==> config.mk <==
export PLATFORM = sky130hd
export DESIGN_NAME = multdiv_issue_flat
export DESIGN_NICKNAME = d
export VERILOG_FILES = /design/src/rtl/multdiv_issue_if.sv /design/src/rtl/multdiv_issue.sv /design/src/flat_wrapper.sv
export SDC_FILE = /design/constraint.sdc
export NUM_CORES = 1
export LEC_CHECK = 0
export CORE_MARGIN = 4
export CORE_UTILIZATION = 44
export DETAILED_ROUTE_END_ITERATION = 10
export PLACE_DENSITY = 0.81
export SYNTH_ARGS = -nofsm -noshare
export SYNTH_HDL_FRONTEND = slang
export SYNTH_SLANG_ARGS = --single-unit
==> constraint.sdc <==
create_clock -name clock -period 2.5 [get_ports clock]
set_input_delay 0.5 -clock clock [delete_from_list [all_inputs] [get_ports clock]]
set_output_delay 0.5 -clock clock [all_outputs]
set_load 0.005 [all_outputs]
==> src/rtl/multdiv_issue_if.sv <==
// Execute-stage to multiply/divide issue bundle, including the writeback port.
// slave: issue block side. master: pipeline/unit side.
interface multdiv_issue_if;
  logic        dx_valid;
  logic        dx_is_mult;
  logic        dx_is_div;
  logic [31:0] dx_opA;
  logic [31:0] dx_opB;
  logic [4:0]  dx_rd;
  logic        flush;
  logic [31:0] md_result;
  logic        md_exception;
  logic        md_resultRDY;
  logic [31:0] md_opA;
  logic [31:0] md_opB;
  logic        md_ctrl_MULT;
  logic        md_ctrl_DIV;
  logic        stall;
  logic        wb_valid;
  logic [31:0] wb_data;
  logic [4:0]  wb_rd;
  logic        wb_exception;

  modport slave (
    input  dx_valid, dx_is_mult, dx_is_div,
    input  dx_opA, dx_opB, dx_rd, flush,
    input  md_result, md_exception, md_resultRDY,
    output md_opA, md_opB,
    output md_ctrl_MULT, md_ctrl_DIV, stall,
    output wb_valid, wb_data, wb_rd, wb_exception
  );

  modport master (
    output dx_valid, dx_is_mult, dx_is_div,
    output dx_opA, dx_opB, dx_rd, flush,
    output md_result, md_exception, md_resultRDY,
    input  md_opA, md_opB,
    input  md_ctrl_MULT, md_ctrl_DIV, stall,
    input  wb_valid, wb_data, wb_rd, wb_exception
  );
endinterface

==> src/rtl/multdiv_issue.sv <==
// Issues mult/div ops to an iterative unit, stalls the pipe, returns writeback.
// Ports: clock, resetn (async active-low), bus (multdiv_issue_if.slave).
module multdiv_issue #(
  parameter int TIMEOUT = 40
) (
  input  logic             clock,
  input  logic             resetn,
  multdiv_issue_if.slave   bus
);

  typedef enum logic [1:0] {
    S_IDLE,
    S_START,
    S_BUSY,
    S_DONE
  } state_t;

  localparam logic [5:0] LP_LAST = 6'(TIMEOUT - 1);

  state_t      r_state;
  logic [5:0]  r_cnt;
  logic [31:0] r_opa;
  logic [31:0] r_opb;
  logic        r_mult;
  logic        r_div;
  logic [4:0]  r_rd;
  logic        r_wbv;
  logic [31:0] r_wbd;
  logic [4:0]  r_wbrd;
  logic        r_wbexc;

  logic w_req;
  logic w_issue;
  logic w_accept;

  // Both flags high is a malformed decode and is never issued.
  assign w_req    = bus.dx_valid
                  & (bus.dx_is_mult ^ bus.dx_is_div);
  assign w_issue  = (r_state == S_IDLE)
                  & w_req & ~bus.flush;
  // Ready at count 0 may be left over from the previous op.
  assign w_accept = (r_cnt != 6'd0)
                  & bus.md_resultRDY;

  always_ff @(posedge clock or negedge resetn) begin
    if (!resetn) begin
      r_state <= S_IDLE;
      r_cnt   <= '0;
      r_opa   <= '0;
      r_opb   <= '0;
      r_mult  <= 1'b0;
      r_div   <= 1'b0;
      r_rd    <= '0;
      r_wbv   <= 1'b0;
      r_wbd   <= '0;
      r_wbrd  <= '0;
      r_wbexc <= 1'b0;
    end else begin
      r_mult <= 1'b0;
      r_div  <= 1'b0;
      r_wbv  <= 1'b0;
      unique case (r_state)
        S_IDLE: begin
          if (w_issue) begin
            r_opa   <= bus.dx_opA;
            r_opb   <= bus.dx_opB;
            r_rd    <= bus.dx_rd;
            r_mult  <= bus.dx_is_mult;
            r_div   <= bus.dx_is_div;
            r_state <= S_START;
          end
        end
        S_START: begin
          r_cnt   <= '0;
          r_state <= bus.flush ? S_IDLE : S_BUSY;
        end
        S_BUSY: begin
          if (bus.flush) begin
            r_state <= S_IDLE;
          end else begin
            r_cnt <= r_cnt + 6'd1;
            // Ready takes priority over the timeout.
            if (w_accept) begin
              r_wbd   <= bus.md_result;
              r_wbexc <= bus.md_exception;
              r_wbrd  <= r_rd;
              r_wbv   <= 1'b1;
              r_state <= S_DONE;
            end else if (r_cnt == LP_LAST) begin
              r_wbd   <= '0;
              r_wbexc <= 1'b1;
              r_wbrd  <= r_rd;
              r_wbv   <= 1'b1;
              r_state <= S_DONE;
            end
          end
        end
        S_DONE: begin
          r_state <= S_IDLE;
        end
        default: begin
          r_state <= S_IDLE;
        end
      endcase
    end
  end

  assign bus.md_opA       = r_opa;
  assign bus.md_opB       = r_opb;
  assign bus.md_ctrl_MULT = r_mult;
  assign bus.md_ctrl_DIV  = r_div;
  assign bus.stall        = w_issue
                          | (r_state == S_START)
                          | (r_state == S_BUSY);
  // A squash in the done cycle kills the writeback.
  assign bus.wb_valid     = r_wbv & ~bus.flush;
  assign bus.wb_data      = r_wbd;
  assign bus.wb_rd        = r_wbrd;
  assign bus.wb_exception = r_wbexc;

endmodule

==> src/flat_wrapper.sv <==
// flat-port wrapper written by rule: the top's interface ports become plain ports
module multdiv_issue_flat 
#(
  parameter int TIMEOUT = 40
)
  (clock, resetn, bus_dx_valid, bus_dx_is_mult, bus_dx_is_div, bus_dx_opA, bus_dx_opB, bus_dx_rd, bus_flush, bus_md_result, bus_md_exception, bus_md_resultRDY, bus_md_opA, bus_md_opB, bus_md_ctrl_MULT, bus_md_ctrl_DIV, bus_stall, bus_wb_valid, bus_wb_data, bus_wb_rd, bus_wb_exception);
  multdiv_issue_if bus_i ();
  input  logic clock;
  input  logic resetn;
  input wire logic [$bits(bus_i.dx_valid)-1:0] bus_dx_valid;
  input wire logic [$bits(bus_i.dx_is_mult)-1:0] bus_dx_is_mult;
  input wire logic [$bits(bus_i.dx_is_div)-1:0] bus_dx_is_div;
  input wire logic [$bits(bus_i.dx_opA)-1:0] bus_dx_opA;
  input wire logic [$bits(bus_i.dx_opB)-1:0] bus_dx_opB;
  input wire logic [$bits(bus_i.dx_rd)-1:0] bus_dx_rd;
  input wire logic [$bits(bus_i.flush)-1:0] bus_flush;
  input wire logic [$bits(bus_i.md_result)-1:0] bus_md_result;
  input wire logic [$bits(bus_i.md_exception)-1:0] bus_md_exception;
  input wire logic [$bits(bus_i.md_resultRDY)-1:0] bus_md_resultRDY;
  output wire logic [$bits(bus_i.md_opA)-1:0] bus_md_opA;
  output wire logic [$bits(bus_i.md_opB)-1:0] bus_md_opB;
  output wire logic [$bits(bus_i.md_ctrl_MULT)-1:0] bus_md_ctrl_MULT;
  output wire logic [$bits(bus_i.md_ctrl_DIV)-1:0] bus_md_ctrl_DIV;
  output wire logic [$bits(bus_i.stall)-1:0] bus_stall;
  output wire logic [$bits(bus_i.wb_valid)-1:0] bus_wb_valid;
  output wire logic [$bits(bus_i.wb_data)-1:0] bus_wb_data;
  output wire logic [$bits(bus_i.wb_rd)-1:0] bus_wb_rd;
  output wire logic [$bits(bus_i.wb_exception)-1:0] bus_wb_exception;
  assign bus_i.dx_valid = bus_dx_valid;
  assign bus_i.dx_is_mult = bus_dx_is_mult;
  assign bus_i.dx_is_div = bus_dx_is_div;
  assign bus_i.dx_opA = bus_dx_opA;
  assign bus_i.dx_opB = bus_dx_opB;
  assign bus_i.dx_rd = bus_dx_rd;
  assign bus_i.flush = bus_flush;
  assign bus_i.md_result = bus_md_result;
  assign bus_i.md_exception = bus_md_exception;
  assign bus_i.md_resultRDY = bus_md_resultRDY;
  assign bus_md_opA = bus_i.md_opA;
  assign bus_md_opB = bus_i.md_opB;
  assign bus_md_ctrl_MULT = bus_i.md_ctrl_MULT;
  assign bus_md_ctrl_DIV = bus_i.md_ctrl_DIV;
  assign bus_stall = bus_i.stall;
  assign bus_wb_valid = bus_i.wb_valid;
  assign bus_wb_data = bus_i.wb_data;
  assign bus_wb_rd = bus_i.wb_rd;
  assign bus_wb_exception = bus_i.wb_exception;
  multdiv_issue #(.TIMEOUT(TIMEOUT)) u_core (.clock(clock), .resetn(resetn), .bus(bus_i));
endmodule
# Word-level counts from Yosys, hierarchy flattened
# Cells that the tools add are included.
# classes
addsub,1
eq_ne,7
mux,22
bitwise_logic,9
reduce_logical,8
# ops
cell,count
$mux W32,2
$pmux W6 S2,1
$mux W1,10
$mux W2,5
$mux W5,2
$pmux W2 S4,1
$add A6 B1 Y6 const B,1
$eq A6 B6 Y1 const B,1
$mux W6,1
$reduce_and A2 Y1,3
$reduce_bool A6 Y1,1
$and A1 B1 Y1,5
$eq A2 B2 Y1 const B,2
$ne A4 B2 Y1 const B,1
$reduce_bool A2 Y1,2
$reduce_and A3 Y1,1
$eq A2 B1 Y1 const B,1
$logic_not A2 Y1,1
$ne A2 B1 Y1 const B,1
$ne A2 B2 Y1 const B,1
$or A1 B1 Y1,2
$not A1 Y1,1
$xor A1 B1 Y1,1
# totals
reg_bits,118
out_inout_bits,106

# Depth between registers and ports, before layout
# logic_depth
ltp_word,6
ltp_mapped,8
ltp_nobuf,5

# Worst setup path before layout
# Ideal clock, no wire load.
# synth_timing
kind,input to output
start,input port bus_flush
end,output port bus_stall
arrival_time_ns,1.638
slack_ns,0.362
cell_stages,6
cell_sequence,buf_6 or4b_4 nand2b_4 buf_8 buf_8 nand3_1
# synth_via
elab_chain_len,4
# synth_rtl
element,line_no,rtl
from (decl),flat_wrapper.sv:16,input wire logic [$bits(bus_i.flush)-1:0] bus_flush;
$not A1 Y1 (no source line),--,
$and A1 B1 Y1,multdiv_issue.sv:40,& w_req & ~bus.flush;
$or A1 B1 Y1,multdiv_issue.sv:113,| (r_state == S_START)
$or A1 B1 Y1,multdiv_issue.sv:114,| (r_state == S_BUSY);
to (decl),flat_wrapper.sv:24,output wire logic [$bits(bus_i.stall)-1:0] bus_stall;
# Every way passes these cells.

# Worst setup path in the final report
# Same ends and word-level chain as after synthesis.

==> run metrics <==
outcome completed; placed instance count roughly 730; first-pass detailed-route iteration total 4; dpl hpwl between 9 and 10 mm; Post-synth top cells 118 x dfrtp_1, 68 x mux2_4, 38 x o21ai_0; Synth area leaders dfrtp_1 55%, mux2_4 19%, mux2i_1 6.3%; die height 118.7 um; synthesized net count around 490; total grt overflow 0; Unique masters post-synth 43; CTS max path bufs 2; clk sinks between 100 and 150; Core Region about 12000 sq um; Tightest Pin Transition between 0.5 and 0.6 ns; Wirelength per Cell approximately 18 um; WP data arrival around 1.9 ns; CTS tree built; first-pass GRT wire length between 20 and 25 mm; Multi-input gate area around 2000 sq um; Max Fclk roughly 0.42 GHz; vias in the first global route roughly 4300; hold slack between 0.07 and 0.08 ns; Post-CTS Setup Repair Bufs 0; Mean Syn Cell Area roughly 14 sq um; CTS Root Cell clkbuf_16; TNS Setup 0 ns; final setup fails 0; RR Endpoint u_core.bus.wb_data[18]$_DFFE_PN0P_; largest net degree at the start of global routing 58; final hold violations 0; clock transition at the registers of the reported paths 0.05 ns; All-Layer GR Usage 19.69%; most frequent cell after synthesis dfrtp_1; yosys warns 0; Mapped Cells 381; Ant. Diodes 0; PortBufs 214; Die Span X 118.7 um; min-delay worst type primary input to async pin; Synth Flop Type dfrtp_1; clk_lat worst skew roughly 0.4 ns; gpl congestion between 0.7 and 0.8; worst-path cell chain clkdlybuf4s50_1 > or4b_4 > nand2b_4 > nand3_1 > dlygate4sd2_1; maximum vdd drop between 400 and 500 uV; slowest stage cell on the critical path or4b_4; CP required 2.00 ns; post-synthesis sequential area ratio a little over half; max_cap viols 0; initial cell density of the core between 40 and 50%; Via density 5.093; Synth Register Bits ~120; H-tree Lvls 4; Critical Path Sink bus_stall; Critical Path Max Stage Delay around 0.5 ns; most area-hungry cell type in the Yosys netlist dfrtp_1; num ports around 220; crit end category primary output; Final Cycle Share a little over nine tenths; post-cts sizing count 1; R2R setup slack between 0.3 and 0.4 ns; pwr/cell area between 900 and 1000 nW/um^2; initial antenna violation count 0; vias 3881; Finished Layout Cells ~760; critical path class primary input to primary output; element type at the critical path start primary input; Async S/R FF share, synth 100.0%; # hold bufs at CTS 0; Layout area overhead 52.79%; leakage power between 4 and 5 nW; TritonCTS Buffers 17; Initial DRC Count ~210; Layout Skew approximately 0.0070 ns; Mapped Area 5396 sq um; reg2reg start u_core.r_cnt[0]$_DFFE_PN0P_; Crit Path Max Fanout 2; die area roughly 14000 sq um; Rel. slew slack 63.80%; area share of the largest cell type after synthesis a little over half; Post-synth EDFFs 0; register area just under 3000 sq um; Slew Limit Fails 0; RSZ-0062 raised after global routing no; drt drc 0; Tmin final roughly 2.4 ns; fillers slightly below 900; Reg2Reg Depth 6; std cell rows 40; Critical Path Start bus_flush; NumNets Final a little over 700; DRT antenna net count 0; Routed Wire Length 13.82 mm; share of layout cells above drive strength 1 19.67%
-- logic make-up (layout without fill, tap and decap cells) --
group | count (synthesis) | in the layout | synth area share (%)
buf+inv | 63 | 297 | 7.720
mux | 104 | 104 | 25.64
flops | 118 | 118 | 54.72
simple gates | 30 | 30 | 3.918
fa+ha+maj | 2 | 2 | 0.4636
compound gates | 63 | 63 | 7.234
xor+xnor | 1 | 1 | 0.3015
-- worst min-delay path by stage --
stage | from | endpoint | slack, ns | cells past startpoint
global placement | u_core.bus.md_opB[18]$_DFFE_PN0P_ | u_core.bus.md_opB[18]$_DFFE_PN0P_ | 0.49 | 1
CTS | resetn | u_core.bus.md_opA[8]$_DFFE_PN0P_ | 0.09 | 1
finish | resetn | u_core.bus.md_opA[8]$_DFFE_PN0P_ | 0.08 | 1
detailed placement | u_core.bus.md_opB[18]$_DFFE_PN0P_ | u_core.bus.md_opB[18]$_DFFE_PN0P_ | 0.49 | 1
global route | resetn | u_core.bus.md_opA[8]$_DFFE_PN0P_ | 0.10 | 1
floorplan | resetn | u_core.bus.md_ctrl_DIV$_DFF_PN0_ | 0.20 | 0
-- sequential cells by signal, indices dropped and copies added (netlist names) --
signal,count
u_core.r_rd,5
u_core.bus.wb_exception,1
u_core.bus.md_opB,32
u_core.bus.wb_data,32
u_core.r_wbv,1
u_core.bus.wb_rd,5
u_core.r_cnt,6
u_core.bus.md_ctrl_MULT,1
u_core.bus.md_opA,32
u_core.r_state,2
u_core.bus.md_ctrl_DIV,1
-- routing by layer --
metal	part of all wire [%]	global-route usage (%)
met5	0	0
met4	2.9	8.617
met3	5.5	5.742
met2	51	33.04
met1	41	23.50
-- worst max-delay path, delay by kind of cell --
kind | cells | cell delay, ns
AND/OR/NAND/NOR | 3 | 0.73
buffers and inverters | 2 | 0.67
-- layout make-up --
cell class	count	share of cell area [%]
Sequential cell	118	35.81
Timing Repair Buffer	230	28.00
Multi-Input combinational cell	200	24.69
Clock buffer	23	6.161
Tap cell	147	2.231
Inverter	37	1.684
Clock inverter	7	1.426
-- placed cells by master (no fill, tap or decap), types with 7 or more instances in the layout --
cell             instances
clkdlybuf4s50_1        212
mux2_4                  68
buf_4                   13
nand3_1                  7
mux2i_1                 34
inv_1                   37
clkbuf_16               17
o21ai_0                 38
dfrtp_1                118
-- power breakdown --
part | leakage [nW] | internal [W] | switching [W]
registers | 1.47 | 0.00253 | 0.000354
logic | 2.28 | 0.00176 | 0.000754
clock network | 0.311 | 0.00172 | 0.000819
-- through the flow --
step	total power, W	instance area, sq um	setup slack [ns]	utilization, %
final	0.007926	8245	0.1081	68.65
after global routing	0.008310	8245	0.04309	68.65
after CTS	0.008010	8245	0.09511	68.65
after detailed placement	0.005429	7621	-0.1637	63.45
after global placement	0.005344	7621	-0.1512	63.45
after floorplan	0.003813	5396	0.3621	-
No activity file was read; power rests on OpenSTA's default activity.
